### src/rtl/debounce_bank.sv
// debounce_bank: per-channel two-flop sync + stability-window debouncer with
// one-cycle rise/fall pulses and optional auto-repeat while a key is held.
module debounce_bank #(
  parameter int N_CH          = 4,
  parameter int STABLE_CYCLES = 960000,
  parameter int REPEAT_DELAY  = 0,
  parameter int REPEAT_PERIOD = 0
) (
  input  logic            clk,
  input  logic            reset,
  input  logic [N_CH-1:0] raw,
  output logic [N_CH-1:0] stable,
  output logic [N_CH-1:0] rise,
  output logic [N_CH-1:0] fall,
  output logic [N_CH-1:0] rep,
  output logic            any_event
);
  localparam int CW = STABLE_CYCLES > 1 ? $clog2(STABLE_CYCLES) : 1;
  localparam logic [CW-1:0] CMAX = CW'(STABLE_CYCLES - 1);
  logic [N_CH-1:0] s1, s;
  always_ff @(posedge clk or negedge reset)
    if (!reset) begin
      s1        <= '0;
      s         <= '0;
      any_event <= 1'b0;
    end else begin
      s1        <= raw;
      s         <= s1;
      any_event <= |(rise | fall | rep);
    end
  for (genvar i = 0; i < N_CH; i++) begin : g_ch
    logic [CW-1:0] cnt;
    logic st, ri, fa, acc;
    // acc: the mismatch window is complete, take the new level this edge
    assign acc = (s[i] != st) && (cnt == CMAX);
    always_ff @(posedge clk or negedge reset)
      if (!reset) begin
        cnt <= '0;
        st  <= 1'b0;
        ri  <= 1'b0;
        fa  <= 1'b0;
      end else begin
        cnt <= (s[i] == st || acc) ? '0 : cnt + 1'b1;
        st  <= acc ? s[i] : st;
        ri  <= acc & s[i];
        fa  <= acc & ~s[i];
      end
    assign stable[i] = st;
    assign rise[i]   = ri;
    assign fall[i]   = fa;
    if (REPEAT_DELAY > 0) begin : g_rep
      localparam int RW = $clog2(REPEAT_DELAY + 1);
      // a zero period parks the counter at the delay value so it never fires again
      localparam int RELOAD = REPEAT_PERIOD == 0 ? REPEAT_DELAY :
                              REPEAT_PERIOD > REPEAT_DELAY ? 0 : REPEAT_DELAY - REPEAT_PERIOD;
      logic [RW-1:0] rcnt;
      logic rp, fire;
      assign fire = st && !acc && (rcnt == RW'(REPEAT_DELAY - 1));
      always_ff @(posedge clk or negedge reset)
        if (!reset) begin
          rcnt <= '0;
          rp   <= 1'b0;
        end else begin
          rcnt <= (!st || acc) ? '0 :
                  fire ? RW'(RELOAD) :
                  (rcnt == RW'(REPEAT_DELAY)) ? rcnt : rcnt + 1'b1;
          rp   <= fire;
        end
      assign rep[i] = rp;
    end else begin : g_norep
      assign rep[i] = 1'b0;
    end
  end
endmodule

### config.mk
export PLATFORM = sky130hd
export DESIGN_NAME = debounce_bank
export DESIGN_NICKNAME = d
export VERILOG_FILES = /design/src/rtl/debounce_bank.sv
export SDC_FILE = /design/constraint.sdc
export NUM_CORES = 1
export LEC_CHECK = 0
export CORE_MARGIN = 5
export CORE_UTILIZATION = 47
export DETAILED_ROUTE_END_ITERATION = 8
export PLACE_DENSITY = 0.64
export SETUP_SLACK_MARGIN = 0.15
export SLEW_MARGIN = 20
export SYNTH_ARGS = -nofsm -noshare
export SYNTH_HDL_FRONTEND = slang
export SYNTH_SLANG_ARGS = --single-unit
### constraint.sdc
create_clock -name clk -period 2.4 [get_ports clk]
set_clock_uncertainty 0.1 [all_clocks]
set_input_delay 0.24 -clock clk [delete_from_list [all_inputs] [get_ports clk]]
set_output_delay 0.24 -clock clk [all_outputs]
set_load 0.02 [all_outputs]
After elaboration in Yosys (flattened, before gate mapping). Index checks and enable logic that the tools add are counted.

Word-level logic and storage cells: 61. Memories: 0. ROM bits: 0. Bits in writable memories: 0. Latch bits: 0. Register bits: 101.

Shifts and indexed selects: 0. Bitwise logic cells: 13. Mux-type cells: 4. Reductions and logical operators: 9. Magnitude comparators: 0. Add/subtract/negate cells: 4. Div/mod/pow operators: 0. $mul: 0. Equal/unequal tests: 12.

Operators with widths (count): adder 20 x 1 -> 20 bit, second input constant (4); equality test 20 bit, second input constant (4); 2-to-1 mux 20 bit (4); bitwise AND 1 bit (8); equality test 1 bit (4); logical AND 1 bit (4); logical OR 1 bit (4); != test 1 bit (4); inverter 1 bit (4); OR 4 bit (1); OR reduction 4 bit (1).

Depth between registers and ports, before layout. Gate-level depths: netlist (run 1).

Depth in word-level cells: 4. Mapped depth: 7. Depth with buffers taken out: 5.

Least setup slack after synthesis (run 1). No wires, ideal clock.

Path type: reg-to-reg. Start: register g_ch[1].cnt[0]. End: register g_ch[1].cnt[10]. Library setup time: 0.119 ns. Required time: 2.181 ns. Stages on the path, launching flop included: 7. Clock period less this slack: 1.904 ns. Arrival time: 1.685 ns. Setup slack: 0.496 ns. Path through: dfrtp_1 -> ha_1 -> nand3_1 -> or2_2 -> o21ai_1 -> buf_4 -> nor2_1.

Longest elaborated chain between the ends: 4.

Ends and longest elaborated chain: start: declaration (RTL line 32) `logic [CW-1:0] cnt;`; start signal: assignment (RTL line 43) `cnt <= (s[i] == st || acc) ? '0 : cnt + 1'b1;`; branches (longest 3 deep; another with adder 20 x 1 -> 20 bit); 2-to-1 mux 20 bit * (RTL line 43).

Every way passes the cells marked *. A chain may end at the register's enable or synchronous reset.

Final worst setup path (run 1).
Start: register g_ch[1].cnt[0]. End: register g_ch[1].st.

Longest elaborated chain between the ends: 2.

Ends and longest elaborated chain: equality test 20 bit (RTL line 35) `assign acc = (s[i] != st) && (cnt == CMAX);`; logical AND 1 bit (RTL line 35); end signal: assignment (RTL line 44) `st <= acc ? s[i] : st;`; end: declaration (RTL line 33) `logic st, ri, fa, acc;`.

Every way passes these cells.

==> results.toml, run 1 <==
[placed_design]
dp_hpwl_um = 6510
gp_congestion = 0.839
numPortBuffers = 18

[setup_path]
rrSetupSlack_ns = 0.34
critPathLaunchType = "flip-flop"
r2r_cells = 5
crit_arrival_ns = 2.22
cp_data_required_time_ns = 2.56
crit_path_end_kind = "flip-flop"
r2r-end = "g_ch[1].st"
crit_type = "reg2reg"
r2r-start = "g_ch[1].cnt[0]"
worst-path-max-fanout = 6

[timing]
finalCriticalPeriod_ns = 2.06
hold_viol = 0
slew_headroom = 0.560
rsz0062_at_grt = "false"
finalCritPeriodShare = 0.857
hold_ws_ns = 0.195
fmax_ghz = 0.486
tightestPinTransition_ns = 0.660
slew_violations = 0
final-setup-viol-count = 0
tns_ns = 0

[power_and_ir_drop]
power-per-cell-area_nw_per_um2 = 577
power_leakage_nw = 2.20
p_total_mw = 3.14
worst_ir_drop_vdd_mv = 0.293

[yosys]
ys_warn_count = 0
synth_seq_cells = 101
netlist_area_um2 = 4910
synth_cell_type_count = 43
syn_inst = 485
syn_area_per_cell_um2 = 10.1
seq_area_frac_synth = 0.515

[global_route]
grt_use_total = 0.162
grt_pass1_vias = 3579
grt_max_degree = 53
antenna_found_initial = 0
grt_pass1_wl_um = 17000
gr-total-overflow = 0

[worst_hold_path]
hold_path_depth = 1
hold_class = "in2reg"
worstHoldEndpoint = "s1[3]"
hold_start = "raw[3]"

[route]
final_antenna_net_count = 0
drt_wl_total_um = 9210
vias_per_cell = 5.47
drt_iter0_drc = 124
vias = 3505
firstDrtPassIters = 4
routedWlPerCell_um = 14.4
drc = 0

[die]
die_h_um = 112
initial_utilization = 0.478
coreArea_um2 = 10300
num_rows = 37
dieArea_um2 = 12600
dieWidth_um = 112
num_io_pins = 23

[run_status]
status = "complete, no violations"

[finish]
area_growth_pct = 10.9
nets = 510
n_antenna_cell = 0
fillers = 956
drive_above_1_share = 0.0911

[clocking]
clk_latency_ns = 0.37
cts_made_buffers = 9
htreeDepth = 3
cts_buffer_depth = 2
clock-sinks = 101
postCtsSetupRepairBufs = 0
root_buffer = "clkbuf_8"
clk_pin_slew_ns = 0.09
cts_tree = "built"
cts_resized = 0

[run]
cap_viol_max_count = 0
[synth_stat cells (all sizes together)]
| cell | number | area [um2] |
|---|---|---|
| nand4 | 22 | 150 |
| or3 | 16 | 105 |
| xor2 | 24 | 210 |
| buf | 24 | 165 |
| conb | 1 | 3.75 |
| and2 | 3 | 18.8 |
| nor3b | 8 | 60.1 |
| o31ai | 9 | 81.3 |
| nor2 | 66 | 248 |
| nand3 | 29 | 150 |
| xnor2 | 32 | 280 |
| nor3 | 8 | 40.0 |
| nand2 | 30 | 115 |
| clkbuf | 3 | 11.3 |
| mux2 | 4 | 45.0 |
| inv | 7 | 26.3 |
| or4b | 2 | 20.0 |
| a41o | 1 | 10.0 |
| nor4b | 4 | 35.0 |
| and3b | 1 | 8.76 |
| nor4 | 12 | 75.1 |
| or2 | 5 | 31.3 |
| a31o | 2 | 17.5 |
| and4 | 7 | 62.6 |
| o21ai | 14 | 70.1 |
| nand4b | 2 | 17.5 |
| and3 | 14 | 88.8 |
| nor4bb | 1 | 10.0 |
| ha | 4 | 50.1 |
| or4 | 9 | 71.3 |
| dfrtp | 101 | 2530 |
| a21oi | 20 | 104 |
[worst max-delay path, stage by stage, from the launching register on]
cell,delay [ns]
dfrtp_1,0.41
ha_1,0.25
nand3_1,0.20
or2_2,0.37
or2_2,0.34
mux2_2,0.27
[what timing repair did]
action	4_1_cts	5_1_grt
hold buffers	1	0
endpoints found under the setup margin	0	0
hold endpoints to repair	49	0
[how the worst max path moves through the flow]
stage / depth (start not counted) / start / to / slack [ns]
3_3_place_gp: 4 / g_ch[0].cnt[16] / g_ch[0].cnt[18] / 0.43
5_1_grt: 5 / g_ch[1].cnt[0] / g_ch[1].st / 0.23
6_report: 5 / g_ch[1].cnt[0] / g_ch[1].st / 0.34
3_5_place_dp: 5 / g_ch[1].cnt[0] / g_ch[1].st / 0.37
2_1_floorplan: 6 / g_ch[1].cnt[0] / g_ch[1].cnt[10] / 0.50
4_1_cts: 5 / g_ch[1].cnt[0] / g_ch[1].st / 0.34
[power breakdown]
part | total [mW] | internal (mW) | switching (mW)
Clock | 1.27 | 0.693 | 0.582
Combinational | 0.124 | 0.0452 | 0.0793
Sequential | 1.75 | 1.72 | 0.0222
Total | 3.14 | 2.46 | 0.683
[metrics by stage]
| stage | std cells | setup WS [ns] | utilization | area, um2 |
|---|---|---|---|---|
| after global placement | 624 | 0.427 | 0.506 | 5200 |
| after detailed placement | 624 | 0.367 | 0.506 | 5200 |
| after CTS | 641 | 0.341 | 0.530 | 5450 |
| final | 641 | 0.344 | 0.530 | 5450 |
| after floorplan | 488 | 0.496 | - | 4920 |
| after global routing | 641 | 0.235 | 0.530 | 5450 |
[area by class of cell]
type,count,area [um2],area share
well taps,136,170,0.0312
clock inverters,6,111,0.0204
flip-flops and latches,101,2530,0.464
multi-input cells,353,2190,0.402
clock buffers,10,128,0.0234
repair buffers,28,293,0.0538
inverters,7,26.3,0.00482
[layout by cell type (no fill, tap or decap), types with 12 or more instances in the layout]
cell type	netlist	layout
nand4_1	20	20
xor2_1	24	24
nand2_1	29	29
clkdlybuf4s50_1	0	17
or3_1	15	15
nand3_1	28	28
nor4_1	12	12
nor2_1	66	66
xnor2_1	32	32
a21oi_1	19	19
dfrtp_1	101	101
o21ai_0	13	13
and3_1	13	13
[registers in the layout, summed over array words and instances, names as in the netlist]
signal and cells:
g_ch.cnt 80, any_event 1, s 4, s1 4, g_ch.fa 4, g_ch.ri 4
g_ch.st 4
[cell families after synthesis]
| group | synth area share |
|---|---|
| DFF | 0.515 |
| and+or+nand+nor | 0.266 |
| buffers and inverters | 0.0413 |
| AOI/OAI and AO/OA | 0.0576 |
| xor gates and xnor gates | 0.0999 |
| adders and majority gates | 0.0102 |
| other | 0.000764 |
| muxes | 0.00917 |
[metal layers]
metal / global-route usage / vias to the layer above / wire [um]
met2: 0.251 / 45 / 4210
met4: 0.0521 / 0 / 124
met3: 0.0404 / 9 / 340
met1: 0.224 / 1715 / 4540
met5: 0 / - / 0
li1: - / 1736 / -
(Power assumes the default switching activity.)
==> run 2: changes to the inputs <==
--- a/config.mk
+++ b/config.mk
@@ -7,6 +7,7 @@
 export LEC_CHECK = 0
 export CORE_MARGIN = 5
 export CORE_UTILIZATION = 47
+export CTS_CLUSTER_DIAMETER = 200
 export DETAILED_ROUTE_END_ITERATION = 8
 export PLACE_DENSITY = 0.64
 export SETUP_SLACK_MARGIN = 0.15
==> results of run 2 <==
The final DEF is identical to that of run 1; final timing and power are the same.
==> run 3: changes to the inputs <==
--- a/config.mk
+++ b/config.mk
@@ -5,11 +5,12 @@
 export SDC_FILE = /design/constraint.sdc
 export NUM_CORES = 1
 export LEC_CHECK = 0
+export ABC_AREA = 1
 export CORE_MARGIN = 5
 export CORE_UTILIZATION = 47
 export CTS_CLUSTER_DIAMETER = 200
 export DETAILED_ROUTE_END_ITERATION = 8
-export PLACE_DENSITY = 0.64
+export PLACE_DENSITY = 0.63
 export SETUP_SLACK_MARGIN = 0.15
 export SLEW_MARGIN = 20
 export SYNTH_ARGS = -nofsm -noshare
==> run 3 against run 2 <==
Against the previous run:
- utilization fell by 0.66 points
- synthesized cell count rose by 43%
- maximum frequency rose by 10%
- clock power rose by 32%
- critical path depth rose by 3
- die area rose by 7.9%
- worst setup slack improved by 0.19 ns
==> results.toml, run 3 <==
[yosys]
ys_warn_count = 0
synth.top_cell.area_share = 0.474
netlist_top_cells_count = "nand2_1 (173), nor2_1 (168), dfrtp_1 (101)"
synth_mux_area_frac = 0
synth_area_leaders = "dfrtp_1 (47%), nand2_1 (12%), nor2_1 (12%)"
synth_flop_cell = "dfrtp_1"
synth_top_cell_by_area = "dfrtp_1"
synth_cell_type_count = 27
syn_area_per_cell_um2 = 7.70
synth_top_family_by_area = "simple AND/OR/NAND/NOR gates"
synth_xor_area_frac = 0.0673
synth_seq_cells = 101
syn_inst = 693
synth-simple-area-share = 0.338
synth_compound_area_frac = 0.0213
synth_edf_count = 0
synth_adder_area_share = 0.00938
netlist_area_um2 = 5330
yosysMostFrequentCell = "nand2_1"
synthArstFlopShare = 1.00
seq_area_frac_synth = 0.474

[power_and_ir_drop]
power_leakage_nw = 2.60
p_clk_frac = 0.475
power_frac_comb = 0.032
p_int_mw = 2.80
p_total_mw = 3.54
p_sw_uw = 730
pwr-share-seq = 0.493
worst_ir_drop_vdd_mv = 0.485
power-per-cell-area_nw_per_um2 = 599
sw_frac_of_total = 0.207

[setup_path]
crit_type = "reg2reg"
crit_path_end_kind = "flip-flop"
worst-path-max-fanout = 20
critPathLaunchType = "flip-flop"
crit_arrival_ns = 1.96
cp_data_required_time_ns = 2.50

[timing]
finalCritPeriodShare = 0.776
hold_viol = 0
slew_violations = 0
rsz0062_at_grt = "false"
finalCriticalPeriod_ns = 1.86
fmax_ghz = 0.537
tightestPinTransition_ns = 0.788
slew_headroom = 0.474
final-setup-viol-count = 0
tns_ns = 0
hold_ws_ns = 0.226
fin_ws_ns = 0.537

[global_route]
grt_pass1_vias = 3956
antenna_found_initial = 0
grt_pass1_wl_um = 17600
grt_use_total = 0.162
gr-total-overflow = 0
grt_max_degree = 65

[clocking]
clock-sinks = 101
htreeDepth = 3
cts_buffer_depth = 2
clk_pin_slew_ns = 0.06
clk_latency_ns = 0.35
root_buffer = "clkbuf_16"
cts_tree = "built"
cts_made_buffers = 9

[route]
drc = 0
firstDrtPassIters = 4
drt_iter0_drc = 202
final_antenna_net_count = 0
drt_wl_total_um = 9950
vias = 4106
routedWlPerCell_um = 11.6
vias_per_cell = 4.81

[die]
dieWidth_um = 117
die_h_um = 117
num_rows = 39
coreArea_um2 = 11300
num_io_pins = 23
initial_utilization = 0.473
dieArea_um2 = 13600

[placed_design]
dp_hpwl_um = 7180
place_area_um2 = 5540
dp_cells = 837
gp_congestion = 0.867
pre_cts_slack_ns = 0.517
numPortBuffers = 18

[finish]
largest_reg_flops = 80
layout_common_cells = "nand2_1 (173), nor2_1 (168), dfrtp_1 (101)"
nets = 716
area_growth_pct = 10.6
final_area_um2 = 5900
fillers = 1056
final_cells = 854
final_common_cell = "nand2_1"
postLayoutCoreUtil = 0.523
regMostFlops = "g_ch.cnt"
n_antenna_cell = 0
drive_above_1_share = 0.0492

[worst_hold_path]
hold_class = "in2reg"

[run]
cap_viol_max_count = 0

[run_status]
status = "complete, no violations"
==> run 3: what timing repair did <==
| item | in CTS | in global routing |
|---|---|---|
| resized for setup | 0 | 0 |
| hold buffers | 1 | 0 |
| hold endpoints to repair | 37 | 0 |
| buffers inserted | 0 | 0 |
==> run 3: critical path, stage by stage, from the launching register on <==
cell	delay, ns
dfrtp_1	0.38
ha_1	0.19
nand2_1	0.07
nor2_1	0.15
nand2_2	0.11
inv_1	0.13
nand3_2	0.13
o21ai_2	0.33
nor2_1	0.11
==> run 3: layout make-up <==
type                    count  area, um2  share of cell area
clock buffers              10        239              0.0405
well taps                 143        179              0.0303
repair buffers             20        208              0.0352
clock inverters             6        109              0.0185
inverters                  79        297              0.0503
flip-flops and latches    101       2530               0.428
multi-input cells         495       2340               0.397
==> run 3: cells by family (layout without fill, tap and decap cells) <==
group	after synthesis	in the layout
AO/OA/AOI/OAI	19	19
XOR/XNOR	41	41
flip-flops	101	101
other	1	4
adder cells (fa/ha/maj)	4	4
buffers and inverters	100	115
AND/OR/NAND/NOR	427	427
==> run 3: power groups by stage <==
stage	registers, mW	clock network (mW)	logic, mW
6_report	1.74	1.68	0.113
3_3_place_gp	1.77	0	0.114
5_1_grt	1.75	1.81	0.132
4_1_cts	1.74	1.74	0.119
3_5_place_dp	1.78	0	0.117
2_1_floorplan	1.77	0	0.0726
==> run 3: final timing paths <==
kind,slack [ns],start,cells after the start,endpoint
min reg2reg,0.25,s1[1],0,s[1]
max,0.54,g_ch[1].cnt[0],8,g_ch[1].cnt[13]
max reg2reg,0.54,g_ch[1].cnt[0],8,g_ch[1].cnt[13]
max in group asynchronous,1.19,reset,3,g_ch[1].cnt[13]
min in group asynchronous,0.30,reset,2,g_ch[0].cnt[16]
min,0.23,raw[0],1,s1[0]
==> run 3: per-layer routing <==
layer	global-route usage	routed length, um	vias to the layer above
met5	0	0	-
met4	0.0466	108	0
met3	0.0487	354	13
met2	0.262	4600	52
met1	0.213	4890	1899
li1	-	-	2142
